<file path="src/rtl/mole_scheduler_pkg.sv">
// Shared constants for the whack-a-mole pipeline: hole geometry, default
// timebase lengths and the scheduler state encoding.
package mole_scheduler_pkg;
  localparam int NUM_HOLES     = 9;
  localparam int HOLE_W        = 4;
  localparam int DEF_UP_TICKS  = 500;
  localparam int DEF_GAP_TICKS = 200;
  localparam int DEF_LIVES     = 3;
  localparam int DEF_SCORE_W   = 8;

  typedef enum logic [2:0] {S_IDLE, S_GAP, S_SPAWN, S_UP, S_OVER} state_e;

  function automatic logic [NUM_HOLES-1:0] hole_onehot(input logic [HOLE_W-1:0] idx);
    hole_onehot = NUM_HOLES'(1) << idx;
  endfunction
endpackage

</file>
<file path="src/rtl/mole_scheduler_if.sv">
// Game-side bundle between the scheduler and its neighbours (LFSR, keys,
// display/sound). master drives the inputs, slave is the scheduler.
interface mole_scheduler_if import mole_scheduler_pkg::*; #(
  parameter int SCORE_W = DEF_SCORE_W
) ();
  logic                 tick;
  logic                 start;
  logic [HOLE_W-1:0]    rnd_num;
  logic [NUM_HOLES-1:0] whack;
  logic [NUM_HOLES-1:0] mole;
  logic                 hit;
  logic                 miss;
  logic [SCORE_W-1:0]   score;
  logic [1:0]           lives;
  logic                 playing;
  logic                 game_over;

  modport master (
    output tick, start, rnd_num, whack,
    input  mole, hit, miss, score, lives, playing, game_over
  );
  modport slave (
    input  tick, start, rnd_num, whack,
    output mole, hit, miss, score, lives, playing, game_over
  );
endinterface

</file>
<file path="src/rtl/mole_scheduler_tick_timer.sv">
// Tick counter with synchronous clear; tc fires on the tick that lands on term.
module mole_scheduler_tick_timer #(
  parameter int CNT_W = 9
) (
  input  logic             clk,
  input  logic             reset,
  input  logic             clr,
  input  logic             en,
  input  logic [CNT_W-1:0] term,
  output logic             tc
);
  logic [CNT_W-1:0] cnt_q, cnt_d;

  always_comb begin
    cnt_d = cnt_q;
    if (clr)     cnt_d = '0;
    else if (en) cnt_d = cnt_q + 1'b1;
  end

  assign tc = en && (cnt_q == term);

  always_ff @(posedge clk or posedge reset)
    if (reset) cnt_q <= '0;
    else       cnt_q <= cnt_d;
endmodule

</file>
<file path="src/rtl/mole_scheduler.sv">
// Mole scheduler: spawns a mole per valid random index, times it out, judges
// whacks, and keeps score/lives. All outputs are registered.
module mole_scheduler import mole_scheduler_pkg::*; #(
  parameter int UP_TICKS  = DEF_UP_TICKS,
  parameter int GAP_TICKS = DEF_GAP_TICKS,
  parameter int LIVES     = DEF_LIVES,
  parameter int SCORE_W   = DEF_SCORE_W
) (
  input  logic clk,
  input  logic reset,
  mole_scheduler_if.slave bus
);
  localparam int MAXT  = (UP_TICKS > GAP_TICKS) ? UP_TICKS : GAP_TICKS;
  localparam int CNT_W = (MAXT > 2) ? $clog2(MAXT) : 1;

  state_e               state_q, state_d;
  logic [NUM_HOLES-1:0] mole_q, mole_d;
  logic                 hit_q, hit_d, miss_q, miss_d;
  logic [SCORE_W-1:0]   score_q, score_d;
  logic [1:0]           lives_q, lives_d;
  logic                 playing_q, playing_d, over_q, over_d;
  logic                 lose;
  logic                 tmr_clr, tmr_tc;
  logic [CNT_W-1:0]     tmr_term;

  // One timer serves both GAP and UP; it restarts on every state change.
  assign tmr_term = (state_q == S_UP) ? CNT_W'(UP_TICKS - 1) : CNT_W'(GAP_TICKS - 1);
  assign tmr_clr  = (state_d != state_q) || !(state_q == S_GAP || state_q == S_UP);

  mole_scheduler_tick_timer #(.CNT_W(CNT_W)) u_timer (
    .clk(clk), .reset(reset), .clr(tmr_clr), .en(bus.tick), .term(tmr_term), .tc(tmr_tc)
  );

  always_comb begin
    state_d   = state_q;
    mole_d    = mole_q;
    hit_d     = 1'b0;
    miss_d    = 1'b0;
    score_d   = score_q;
    lives_d   = lives_q;
    playing_d = playing_q;
    over_d    = over_q;
    lose      = 1'b0;
    case (state_q)
      S_IDLE, S_OVER: if (bus.start) begin
        state_d   = S_GAP;
        score_d   = '0;
        lives_d   = 2'(LIVES);
        playing_d = 1'b1;
        over_d    = 1'b0;
        mole_d    = '0;
      end
      S_GAP: if (tmr_tc) state_d = S_SPAWN;
      S_SPAWN: if (bus.rnd_num < HOLE_W'(NUM_HOLES)) begin
        state_d = S_UP;
        mole_d  = hole_onehot(bus.rnd_num);
      end
      S_UP: begin
        // A whack on the timeout tick is judged as a whack.
        if (|bus.whack) begin
          if (|(bus.whack & mole_q)) begin
            hit_d = 1'b1;
            if (score_q != '1) score_d = score_q + 1'b1;
          end else lose = 1'b1;
          mole_d  = '0;
          state_d = S_GAP;
        end else if (tmr_tc) begin
          lose    = 1'b1;
          mole_d  = '0;
          state_d = S_GAP;
        end
      end
      default: state_d = S_IDLE;
    endcase
    if (lose) begin
      miss_d  = 1'b1;
      lives_d = lives_q - 2'd1;
      if (lives_q <= 2'd1) begin
        state_d   = S_OVER;
        playing_d = 1'b0;
        over_d    = 1'b1;
      end
    end
  end

  always_ff @(posedge clk or posedge reset)
    if (reset) begin
      state_q   <= S_IDLE;
      mole_q    <= '0;
      hit_q     <= 1'b0;
      miss_q    <= 1'b0;
      score_q   <= '0;
      lives_q   <= 2'(LIVES);
      playing_q <= 1'b0;
      over_q    <= 1'b0;
    end else begin
      state_q   <= state_d;
      mole_q    <= mole_d;
      hit_q     <= hit_d;
      miss_q    <= miss_d;
      score_q   <= score_d;
      lives_q   <= lives_d;
      playing_q <= playing_d;
      over_q    <= over_d;
    end

  assign bus.mole      = mole_q;
  assign bus.hit       = hit_q;
  assign bus.miss      = miss_q;
  assign bus.score     = score_q;
  assign bus.lives     = lives_q;
  assign bus.playing   = playing_q;
  assign bus.game_over = over_q;
endmodule

</file>
<file path="src/flat_wrapper.sv">
// flat-port wrapper written by rule: the top's interface ports become plain ports
module mole_scheduler_flat import mole_scheduler_pkg::*;
#(
  parameter int UP_TICKS  = DEF_UP_TICKS,
  parameter int GAP_TICKS = DEF_GAP_TICKS,
  parameter int LIVES     = DEF_LIVES,
  parameter int SCORE_W   = DEF_SCORE_W
)
  (clk, reset, bus_tick, bus_start, bus_rnd_num, bus_whack, bus_mole, bus_hit, bus_miss, bus_score, bus_lives, bus_playing, bus_game_over);
  mole_scheduler_if #(.SCORE_W(SCORE_W)) bus_i ();
  input  logic clk;
  input  logic reset;
  input wire logic [$bits(bus_i.tick)-1:0] bus_tick;
  input wire logic [$bits(bus_i.start)-1:0] bus_start;
  input wire logic [$bits(bus_i.rnd_num)-1:0] bus_rnd_num;
  input wire logic [$bits(bus_i.whack)-1:0] bus_whack;
  output wire logic [$bits(bus_i.mole)-1:0] bus_mole;
  output wire logic [$bits(bus_i.hit)-1:0] bus_hit;
  output wire logic [$bits(bus_i.miss)-1:0] bus_miss;
  output wire logic [$bits(bus_i.score)-1:0] bus_score;
  output wire logic [$bits(bus_i.lives)-1:0] bus_lives;
  output wire logic [$bits(bus_i.playing)-1:0] bus_playing;
  output wire logic [$bits(bus_i.game_over)-1:0] bus_game_over;
  assign bus_i.tick = bus_tick;
  assign bus_i.start = bus_start;
  assign bus_i.rnd_num = bus_rnd_num;
  assign bus_i.whack = bus_whack;
  assign bus_mole = bus_i.mole;
  assign bus_hit = bus_i.hit;
  assign bus_miss = bus_i.miss;
  assign bus_score = bus_i.score;
  assign bus_lives = bus_i.lives;
  assign bus_playing = bus_i.playing;
  assign bus_game_over = bus_i.game_over;
  mole_scheduler #(.UP_TICKS(UP_TICKS), .GAP_TICKS(GAP_TICKS), .LIVES(LIVES), .SCORE_W(SCORE_W)) u_core (.clk(clk), .reset(reset), .bus(bus_i));
endmodule
</file>
<file path="config.mk">
export PLATFORM = sky130hd
export DESIGN_NAME = mole_scheduler_flat
export DESIGN_NICKNAME = d
export VERILOG_FILES = /design/src/rtl/mole_scheduler_pkg.sv /design/src/rtl/mole_scheduler_if.sv /design/src/rtl/mole_scheduler_tick_timer.sv /design/src/rtl/mole_scheduler.sv /design/src/flat_wrapper.sv
export SDC_FILE = /design/constraint.sdc
export NUM_CORES = 1
export LEC_CHECK = 0
export CORE_ASPECT_RATIO = 0.7
export CORE_UTILIZATION = 45
export DETAILED_ROUTE_END_ITERATION = 12
export GPL_TIMING_DRIVEN = 1
export PLACE_DENSITY = 0.82
export SETUP_SLACK_MARGIN = 0.02
export SLEW_MARGIN = 20
export SYNTH_ARGS = -nofsm -noshare
export SYNTH_HDL_FRONTEND = slang
export SYNTH_HIERARCHICAL = 1
export SYNTH_SLANG_ARGS = --single-unit
</file>
<file path="constraint.sdc">
create_clock -name clk -period 3.65 [get_ports clk]
set_input_delay 1.095 -clock clk [delete_from_list [all_inputs] [get_ports clk]]
set_output_delay 1.095 -clock clk [all_outputs]
set_load 0.02 [all_outputs]
</file>
Word-level counts from Yosys, hierarchy flattened
Cells that the tools add are included.
Word-level totals
  word-level logic and storage cells: 85
  bits of input ports: 17
  register bits after elaboration: 35
Cells by class
  magnitude comparators: 2
  $add $sub $neg: 3
  equal/unequal tests: 13
  bitwise logic cells: 1
  shift-type cells: 1
  multiplexer cells: 40
  reduce and logical (&&, ||, !) cells: 16
Operators by type and width (number)
  $mux W9: 7
  $mux W8: 4
  $pmux W9 S3: 1
  $mux W3: 7
  $reduce_or A9 Y1: 2
  $mux W1: 16
  $pmux W8 S2: 1
  $pmux W3 S4: 1
  $add A9 B1 Y9 const B: 1
  $and A9 B9 Y9: 1
  $eq A9 B9 Y1: 1
  $shl A1 B4 Y9 const A: 1
  $add A8 B1 Y8 const B: 1
  $ne A2 B2 Y1 const B: 4
  $ne A8 B8 Y1 const B: 1
  $reduce_bool A2 Y1: 4
  $eq A3 B2 Y1 const B: 2
  $mux W2: 3
  $reduce_and A5 Y1: 1
  $lt A4 B4 Y1 const B: 1
  $reduce_and A4 Y1: 1
  $eq A3 B1 Y1 const B: 1
  $eq A3 B3 Y1 const B: 1
  $logic_not A3 Y1: 1
  11 further kinds: 12

Depth between registers and ports, before layout
  depth in word-level cells: 12
  depth in mapped cells: 14
  gate-level depth less buffers: 12

Hierarchy
The synthesis kept the hierarchy.
By module, submodules not included
  mole_scheduler: seq. area each 653.1 um2, instances 1, cells an instance 136, area an instance 1375.1 um2
  mole_scheduler_tick_timer: seq. area each 225.2 um2, instances 1, cells an instance 57, area an instance 546.8 um2

Worst setup path after synthesis
Ideal clock, no wire load.
  kind: input-to-reg
  start point: input port bus_tick
  end point: register u_core.u_timer.cnt_q[6]
  buffers on the path: 2
  arrival: 2.734 ns
  setup slack: 0.838 ns
  stages: 11
  setup time: 0.077 ns
  required time: 3.573 ns
  cells stage by stage: buf_2 -> nand2_1 -> nor3_1 -> nor4_1 -> nand4_1 -> nand2_1 -> nand4_1 -> buf_2 -> o2111ai_2 -> or3_1 -> a21oi_1
Between the ends
  word-level cells in the longest chain between the ends: 9
  elaborated cells between the ends (all ways): 14
Ends and longest elaborated chain
  start, declared: line flat_wrapper.sv:13  | input wire logic [$bits(bus_i.tick)-1:0] bus_tick;
  $logic_and A1 B1 Y1 (*): line mole_scheduler_tick_timer.sv:20  | assign tc = en && (cnt_q == term);
  named net u_core.tmr_tc: line mole_scheduler.sv:23  | logic tmr_clr, tmr_tc;
  $mux W3: line mole_scheduler.sv:67  | end else if (tmr_tc) begin
  $mux W3: line mole_scheduler.sv:60  | if (|bus.whack) begin
  $pmux W3 S4: line mole_scheduler.sv:44  | case (state_q)
  $mux W3: line mole_scheduler.sv:78  | if (lives_q <= 2'd1) begin
  $mux W3 (*): line mole_scheduler.sv:75  | if (lose) begin
  $ne A3 B3 Y1 (*): line mole_scheduler.sv:28  | assign tmr_clr = (state_d != state_q) || !(state_q == S_GAP || state_q == S_UP);
  $logic_or A1 B1 Y1 (*): line mole_scheduler.sv:28
  named net u_core.tmr_clr: line mole_scheduler.sv:23
  $mux W9 / $reduce_bool A2 Y1 (equally long branches)
  end signal, assigned: line mole_scheduler_tick_timer.sv:24  | else cnt_q <= cnt_d;
  end, declared: line mole_scheduler_tick_timer.sv:12  | logic [CNT_W-1:0] cnt_q, cnt_d;
The timed path passes the listed nets; every way through them passes the cells marked *.
A chain may end at the register's enable or synchronous reset.

Worst setup path after layout
  start point: input port bus_tick
  end point: register u_core.u_timer.cnt_q[7]
The elaborated chain is that of the path after synthesis.

==> impl_metrics.tcl <==
set metrics [dict create \
    outcome "finished, final reports clean" \
    synth_area_leaders "dfrtp_1 43%, xnor2_1 5.0%, nor2_1 3.5%, nand2_1 3.3%, a21oi_1 2.9%" \
    finalSetupTns_ns 0 \
    critPathRequiredTime_ns 3.87 \
    cts_made_buffers 5 \
    cp_max_fo 7 \
    hold-path-cell-count 1 \
    postCtsSetupRepairBufs 0 \
    syn_inst 193 \
    synth_seq_cells 35 \
    finalCritPeriodShare 0.885 \
    io_buffers 39 \
    top_usage_layer "met1" \
    h-tree-depth 2 \
    arrival_ns 3.45 \
    fmax_ghz 0.310 \
    clockBufferDepth 2 \
    setup_viol 0 \
    cts.sinks 35 \
    antenna_found_initial 0 \
    synth_edf_count 0 \
    synth_flop_cell "dfrtp_1" \
    cts_tree "yes" \
    crit_path_start "bus_tick" \
    synth_area_per_cell_um2 9.96 \
    area_growth_pct 28.8 \
    critical_path_class "in2reg" \
    rr_endpoint "u_core/u_timer/cnt_q[7]" \
    r2r_setup_slack_ns 0.43 \
    ys_types 45 \
    period_needed_ns 3.23 \
    grt_pass1_vias 1627 \
    wire_per_inst_um 14.8 \
    hold_class "reg2reg" \
    power_density_nw_per_um2 464 \
    clock_latency_ns 0.29 \
    drc_errors 0 \
    grt_max_degree 27 \
    cts_resized 0 \
    ys_seq_area_frac 0.457 \
    num_vias 1683 \
    rows 19 \
    ioPinCount 40 \
    ctsHoldBuffers 0 \
    syn_area_um2 1920 \
    grtUsageMet2 0.310 \
    clock_skew_ns 0.00684 \
    hold_violations 0 \
    die_h_um 56.7 \
    whs_ns 0.488 \
    tightest_slew_ns 0.741 \
    grt_usage 0.218 \
    drt_iter0_drc 102 \
    diodes 0 \
    start_util 0.481 \
    crit_path_start_kind "input port" \
    dpl.hpwl_mm 3.22 \
    drive_gt1_frac 0.108 \
    relSlewSlack 0.501 \
    gr-usage-met3 0.0488 \
    firstDrtPassIters 4 \
    use_met1 0.325 \
    ant_nets 0 \
    core_um2 3990 \
    overflow 0 \
    endpoint "u_core/u_timer/cnt_q[7]" \
    wl_mm 4.34 \
    hp-start "u_core/state_q[2]" \
    dieWidth_um 80.1 \
    rsz0062_at_grt "false" \
    grt_pass1_wl_mm 7.53 \
    die-area_um2 4540 \
    clk_pin_slew_ns 0.07 \
    maxSlewViolCount 0 \
    cap_viol_max_count 0 \
    cts-root-buf "clkbuf_8" \
    synth_top_area_share 0.430 \
    r2r_cells 12 \
    gp_congestion 0.825 \
    vias_per_cell 5.76 \
    end_kind "flop" \
    regToRegStartpoint "u_core/state_q[0]" \
    ys_warn_count 6 \
    final_nets 259 \
    irDropWorstVdd_v 0.000288 \
    synth_top_cell_by_area "dfrtp_1" \
    synthArstFlopShare 1.00 \
    p_leak_uw 0.00102 \
    num-fill-cells 354 \
]
## logic make-up after synthesis
family | Yosys count | synth area share
multiplexers | 4 | 0.0215
buffers and inverters | 16 | 0.0443
flip-flops | 35 | 0.457
adder cells (fa/ha/maj) | 3 | 0.0195
AND/OR/NAND/NOR | 73 | 0.213
AO/OA/AOI/OAI | 47 | 0.182
XOR/XNOR | 13 | 0.0592
other | 2 | 0.00391
## worst min-delay path by stage
stage,endpoint,slack [ns]
4_1_cts,u_core/state_q[1],0.49
5_1_grt,u_core/bus.playing,0.52
6_report,u_core/state_q[1],0.49
3_3_place_gp,u_core/state_q[1],0.47
2_1_floorplan,u_core/state_q[1],0.44
3_5_place_dp,u_core/state_q[1],0.48
## cells in the mapped netlist, drive strengths merged (3+ instances only)
master,instances
o21ai,12
nand4,7
buf,5
a21oi,11
and2,3
o31ai,3
ha,3
nand3b,3
dfrtp,33
xnor2,11
o32ai,4
nand3,6
nor4,3
mux2i,3
a22oi,3
nor2,18
inv,10
nand2,17
or3,8
a32o,5
## state kept, by name, indices dropped and copies added (netlist names)
| register | cells |
|---|---|
| u_core/bus.playing | 1 |
| u_core/bus.lives | 2 |
| u_core/u_timer/cnt_q | 9 |
| u_core/state_q | 3 |
| u_core/bus.game_over | 1 |
| u_core/bus.hit | 1 |
| u_core/bus.score | 8 |
| u_core/bus.miss | 1 |
| u_core/bus.mole | 9 |
## stage by stage
stage | cell area [µm²] | std cells | setup slack [ns] | util | total power [µW]
finish | 2480 | 292 | 0.421 | 0.620 | 1150
global route | 2480 | 292 | 0.196 | 0.620 | 1220
CTS | 2480 | 292 | 0.458 | 0.620 | 1160
detailed placement | 2360 | 284 | 0.159 | 0.592 | 804
global placement | 2360 | 284 | 0.359 | 0.592 | 794
floorplan | 1930 | 196 | 0.838 | - | 702
## power breakdown
group / switching, µW / internal (µW)
Clock: 143 / 203
Combinational: 155 / 131
Sequential: 76.1 / 440
## critical path: stages
cell and delay [ns]:
clkdlybuf4s50_1 0.47, nand2_1 0.06, nor3_1 0.33, nor4_1 0.16, nand4_1 0.14, nand2_1 0.06, nand4_1 0.24, o21ai_0 0.22
or4_1 0.51, a21oi_1 0.16
## per-layer routing
layer,wire length [µm],part of all wire
met1,2130,0.49
met2,1870,0.43
met3,258,0.060
met4,75,0.017
met5,0,0
## layout make-up
cell class	count	area, µm²	area share
multi-input combinational	145	970	0.392
clock buffer	5	68.8	0.0278
inverter	10	37.5	0.0152
clock inverter	3	43.8	0.0177
timing repair buffer	42	413	0.167
tap	52	65.1	0.0263
sequential	35	878	0.355
## placed cells by master (no fill, tap or decap), types with 3 or more instances in the layout
cell type and count:
xnor2_1 11, clkbuf_8 5, o31ai_1 3, clkdlybuf4s50_1 39, nor2_1 18, mux2i_1 3, ha_1 3, a22oi_1 3
inv_1 10, nand2_1 17, o32ai_1 4, a21oi_1 11, dfrtp_1 33, or3_1 8, conb_1 5, buf_4 3
nand3_1 4, o21ai_0 11, nand4_1 7, a32o_1 5
Power figures use the tool's default switching activity.
